**src/rtl/uart_byte_fifo.sv**
```systemverilog
// rtl/uart_byte_fifo.sv - first-word-fall-through byte FIFO between the JSON sender and uart_tx
module uart_byte_fifo #(
    parameter int WIDTH = 8,
    parameter int DEPTH = 16
) (
    input  logic                       clk,
    input  logic                       rst,
    input  logic                       flush,
    input  logic [WIDTH-1:0]           in_data,
    input  logic                       in_valid,
    output logic                       in_ready,
    output logic [WIDTH-1:0]           out_data,
    output logic                       out_valid,
    input  logic                       out_ready,
    output logic [$clog2(DEPTH+1)-1:0] level,
    output logic                       overflow
);

    localparam int AW = $clog2(DEPTH);
    localparam int CW = $clog2(DEPTH+1);

    logic [WIDTH-1:0] mem [DEPTH];
    logic [AW-1:0]    wr_ptr;
    logic [AW-1:0]    rd_ptr;
    logic [CW-1:0]    count;
    logic             overflow_q;
    logic             clear;
    logic             push;
    logic             pop;

    // in_ready depends on stored state only, so a full FIFO never writes through.
    assign in_ready  = (count != CW'(DEPTH));
    assign out_valid = (count != '0);
    assign push      = in_valid & in_ready;
    assign pop       = out_valid & out_ready;
    assign clear     = rst | flush;

    assign out_data  = mem[rd_ptr];
    assign level     = count;
    assign overflow  = overflow_q;

    always_ff @(posedge clk) begin
        if (push && !clear) begin
            mem[wr_ptr] <= in_data;
        end
    end

    always_ff @(posedge clk) begin
        if (clear) begin
            wr_ptr     <= '0;
            rd_ptr     <= '0;
            count      <= '0;
            overflow_q <= 1'b0;
        end else begin
            if (push) begin
                wr_ptr <= wr_ptr + AW'(1);
            end
            if (pop) begin
                rd_ptr <= rd_ptr + AW'(1);
            end
            if (push && !pop) begin
                count <= count + CW'(1);
            end else if (pop && !push) begin
                count <= count - CW'(1);
            end
            if (in_valid && !in_ready) begin
                overflow_q <= 1'b1;
            end
        end
    end

endmodule
```
**config.mk**
```make
export PLATFORM = sky130hd
export DESIGN_NAME = uart_byte_fifo
export DESIGN_NICKNAME = d
export VERILOG_FILES = /design/src/rtl/uart_byte_fifo.sv
export SDC_FILE = /design/constraint.sdc
export NUM_CORES = 1
export LEC_CHECK = 0
export CAP_MARGIN = 20
export CORE_MARGIN = 1
export CORE_UTILIZATION = 59
export CTS_BUF_LIST = sky130_fd_sc_hd__clkbuf_8 sky130_fd_sc_hd__clkbuf_16
export CTS_CLUSTER_DIAMETER = 30
export DETAILED_ROUTE_END_ITERATION = 16
export PLACE_DENSITY = 0.78
export SETUP_SLACK_MARGIN = 0.4
export SYNTH_ARGS = -nofsm -noshare
export SYNTH_HDL_FRONTEND = slang
export SYNTH_SLANG_ARGS = --single-unit
```
**constraint.sdc**
```tcl
create_clock -name clk -period 3.1 [get_ports clk]
set_input_delay 0.465 -clock clk [delete_from_list [all_inputs] [get_ports clk]]
set_output_delay 0.465 -clock clk [all_outputs]
set_load 0.03 [all_outputs]
```
Word-level counts from Yosys, hierarchy flattened
Memory sizes are Yosys's and may differ from the RTL's. A register that Yosys moved wholly into a read port is not among the register bits.
Index checks and enable logic that the tools add are counted.
{ "word_totals": {"memories": 1, "inputBits": 13, "ramBits": 128, "reg_bits": 14} }
{ "op_classes": {"reduce_logical": 10, "n_eq_ne": 1, "bitwise_logic": 3, "mux": 6, "n_addsub": 4} }
{ "memory_table": {"columns": ["name", "words", "width", "read_ports", "rd_ports_with_merged_regs", "wr", "line", "rtl"], "rows": [
  ["mem", 16, 8, 1, 1, 1, "22", "logic [WIDTH-1:0] mem [DEPTH];"]
]} }
{ "op_table": {"columns": ["cell", "n"], "rows": [
  ["two-way mux 5 bit", 2],
  ["adder 4 x 1 -> 4 bit, second input constant", 2],
  ["two-way mux 4 bit", 2],
  ["adder 5 x 1 -> 5 bit, second input constant", 1],
  ["!= test 5 bit, second input constant", 1],
  ["nonzero test 5 bit", 1],
  ["subtractor 5 x 1 -> 5 bit, second input constant", 1],
  ["logical AND 1 bit", 4],
  ["zero test 1 bit", 4],
  ["bitwise AND 1 bit", 2],
  ["two-way mux 1 bit", 2],
  ["nonzero test 2 bit", 1],
  ["bitwise OR 1 bit", 1]
]} }

Depth between registers and ports, before layout
{ "logic_depth": {"depth_word": 6, "mapped_depth": 9, "ltp_nobuf": 9} }

Least setup slack after synthesis
No wires, ideal clock.
{ "synth_timing": {"path_kind": "register to register", "startpoint": "register count[0], in the netlist level[0]", "endpoint": "register count[3], in the netlist level[3]", "slack_ns": 0.476, "arrival_ns": 2.502, "required_ns": 2.978, "path_stages_with_launch": 10, "cell_sequence": "dfxtp_1 nor4_1 a21boi_2 ha_1 inv_1 ha_1 a21o_1 a21oi_1 nor4_1 a311o_1"} }
{ "synth_between": {"elab_chain_cells": 5, "word_cells_on_any_way": 13, "classes_between": "add/sub: 2; eq/ne: 1; mux: 2; bitwise: 2; reduce/logical: 6"} }
{ "synth_lines": {"columns": ["item", "line", "rtl"], "rows": [
  ["from (decl)", "25", "logic [CW-1:0] count;"],
  ["from (signal assigned)", "62", "count <= count + CW'(1);"],
  ["from (signal assigned)", "64", "count <= count - CW'(1);"],
  ["!= test 5 bit (*)", "32", "assign in_ready = (count != CW'(DEPTH));"],
  ["bitwise AND 1 bit (*)", "34", "assign push = in_valid & in_ready;"],
  ["named net push", "28", "logic push;"],
  ["zero test 1 bit", "63", "end else if (pop && !push) begin"],
  ["logical AND 1 bit", "63", null],
  ["nonzero test 2 bit (no source line)", null, null]
]} }
Mark *: on every way through the listed nets, which the timed path passes. The rest lies on a longest branch. The select of a mux whose other input is x is not followed.
A chain may end at the register's enable or synchronous reset.

==> results.ini <==
[clock_network]
cts_max_level = 4
cts_buffers = 17
cts-root-buf = clkbuf_8
clk_pin_slew_ns = 0.06
clock-sinks = 146
cts_tree = yes
clockBufferDepth = 2
insertion_delay_ns = 0.51

[setup_path]
start_kind = register
critical_path_class = register to output port
critPathMostFrequentCell = buf_6
r2r_start = level[3]$_SDFFE_PP0P_
worstPathMaxFanout = 7
end_kind = output port
crit_slowest_cell = mux4_2
worst-r2r-cell-count = 9
path_cells = clkbuf_16 -> buf_6 -> mux4_2 -> a22oi_2 -> nand2_1 -> buf_6
required_ns = 2.63
critPathMaxStageDelay_ns = 0.50
cp_data_arrival_time_ns = 2.20

[synth]
synth_fp_nets = 335
synth_area_leader_cell = edfxtp_1
ys_types = 38
synth_area_um2 = 5772
synth_area_leaders = edfxtp_1 (67%), mux4_2 (12%), dfxtp_1 (6.2%)
synth_edf_count = 128
avgSynthCellArea_um2 = 18.50
ys_seq_elements = 146
synth-main-ff-cell = edfxtp_1
async_reset_ff_share_pct = 0
syn_inst = 312
netlist.area_leader.share_pct = 66.59
yosysSeqAreaShare_pct = 72.84
yosys_warnings = 0

[drt]
dr.first_iter.drc_count = 224
firstDrtPassIters = 5
vias_per_cell = 6.042
drt.antenna.violating_nets = 0
drc_errors = 0
wl_mm = 11.64
wl_per_cell_um = 22.21
via_count = 3166

[hold_path]
holdCritPathClass = register to register
hp-start = overflow$_SDFFE_PP0P_
min_path_cells = 2

[floorplan]
die_h_um = 100.9
num_rows = 35
die_area_um2 = 10180
start_util_pct = 61.59
io_pins = 29
die_x_um = 100.9
fp.coreArea_um2 = 9371

[place]
place_congestion = 0.8015
dp.final_hpwl_mm = 6.772
place_inst = 477
io_buffers = 28

[sta]
setup_viol = 0
drv_slew = 0
finalCritPeriodShare_pct = 86.05
tightest_slew_ns = 0.5721
clock_skew_ns = 0.009119
hold_ws_ns = 0.4664
max_freq_ghz = 0.3749
hold_viol_final = 0
slew_headroom_pct = 61.74
post-route-min-period_ns = 2.668
rsz0062_at_grt = yes
setup_tns_ns = 0

[global_routing]
grt_pass1_vias = 3244
grt_usage_pct = 24.92
grt_max_degree = 33
grt_pass1_wl_mm = 17.55
antenna_found_initial = 0
grt_overflow = 0

[cells_and_area]
drive_gt1_share_pct = 32.91
final_common_cell = edfxtp_1
mostFrequentLayoutCells = edfxtp_1 (128), nor2_1 (34), mux4_2 (32), buf_4 (29), clkdlybuf4s50_1 (20)
fin_cells = 524
syn_to_final_growth_pct = 24.30
antenna_cells = 0
final_nets = 405

[power_and_ir_drop]
ir_worst_vdd_v = 0.0005437
p_leak_nw = 2.396
power_density_nw_per_um2 = 677.5

[run_status]
status = complete, no violations

[flow_run]
drv_cap = 0

==> per-layer routing <==
| layer | global-route usage [%] | part of all wire, % | wire [um] |
|---|---|---|---|
| met1 | 32.52 | 41 | 4794 |
| met5 | 0 | 0 | 0 |
| met3 | 4.577 | 6.7 | 776 |
| met2 | 41.89 | 51 | 5954 |
| met4 | 10.03 | 0.96 | 112 |
==> cell usage after synthesis, types with 2 or more instances <==
master,number
buf_4,2
nand2_1,15
nor2_1,34
buf_1,4
xnor2_1,2
ha_1,9
a22oi_1,16
o211ai_1,3
nor2b_1,2
nand3_1,4
nor4_1,2
mux2i_1,3
mux4_2,32
inv_1,4
xor2_1,5
a21oi_1,3
buf_2,2
dfxtp_1,18
edfxtp_1,128
clkbuf_1,6
==> power by group <==
part | switching [mW] | internal (mW) | leakage, nW
sequential | 0.0448 | 2.17 | 1.30
clock | 0.754 | 1.13 | 0.264
combinational | 0.377 | 0.384 | 0.833
==> cell families after synthesis <==
family,Yosys count,share of synthesized area [%]
simple gates,65,5.029
fa+ha+maj,10,2.298
compound gates,31,4.423
flops,146,72.84
mux,35,13.01
xor+xnor,7,1.062
buf+inv,18,1.344
==> area by class of cell <==
class / instances / area [um2]
Clock buffer: 17 / 414.1
Sequential cell: 146 / 4208
Inverter: 4 / 15.01
Clock inverter: 15 / 143.9
Multi-Input combinational cell: 148 / 1593
Timing Repair Buffer: 65 / 639.4
Tap cell: 129 / 161.4
Fill cell: 514 / 2197
==> worst max-delay path: cells and delay by family, from the launching register on <==
kind | cells | cell delay [ns]
flops | 1 | 0.44
compound gates | 1 | 0.20
buf+inv | 3 | 0.45
mux | 1 | 0.50
simple gates | 1 | 0.09
==> repair_timing <==
| item | CTS | global route |
|---|---|---|
| gates resized for setup | 49 | 24 |
| pin swaps | 0 | 7 |
| cloned | 2 | 1 |
| buffers inserted | 3 | 9 |
| hold buffers | 0 | 0 |
| setup endpoints to repair | 8 | 8 |
==> per-stage QoR <==
step | area, um2 | utilization (%) | worst slack (ns) | total power, mW
final | 7174 | 76.56 | 0.4324 | 4.860
after global routing | 7174 | 76.56 | 0.3697 | 5.030
after CTS | 6997 | 74.66 | 0.3748 | 4.787
after detailed placement | 6342 | 67.68 | 0.4331 | 2.868
after global placement | 6342 | 67.68 | 0.4916 | 2.857
after floorplan | 5772 | - | 0.4762 | 2.663
==> sequential cells by signal (all words and copies together) (netlist names), named ones only <==
register and flops:
level 5, mem 128, overflow 1, rd_ptr 4
wr_ptr 4
==> final timing paths <==
| path | to | slack, ns |
|---|---|---|
| setup reg to reg | level[3]$_SDFFE_PP0P_ | 0.52 |
| setup / recovery | out_data[0] | 0.43 |
| hold / removal | overflow$_SDFFE_PP0P_ | 0.47 |
| hold reg to reg | overflow$_SDFFE_PP0P_ | 0.47 |
No activity file was read; power rests on OpenSTA's default activity.
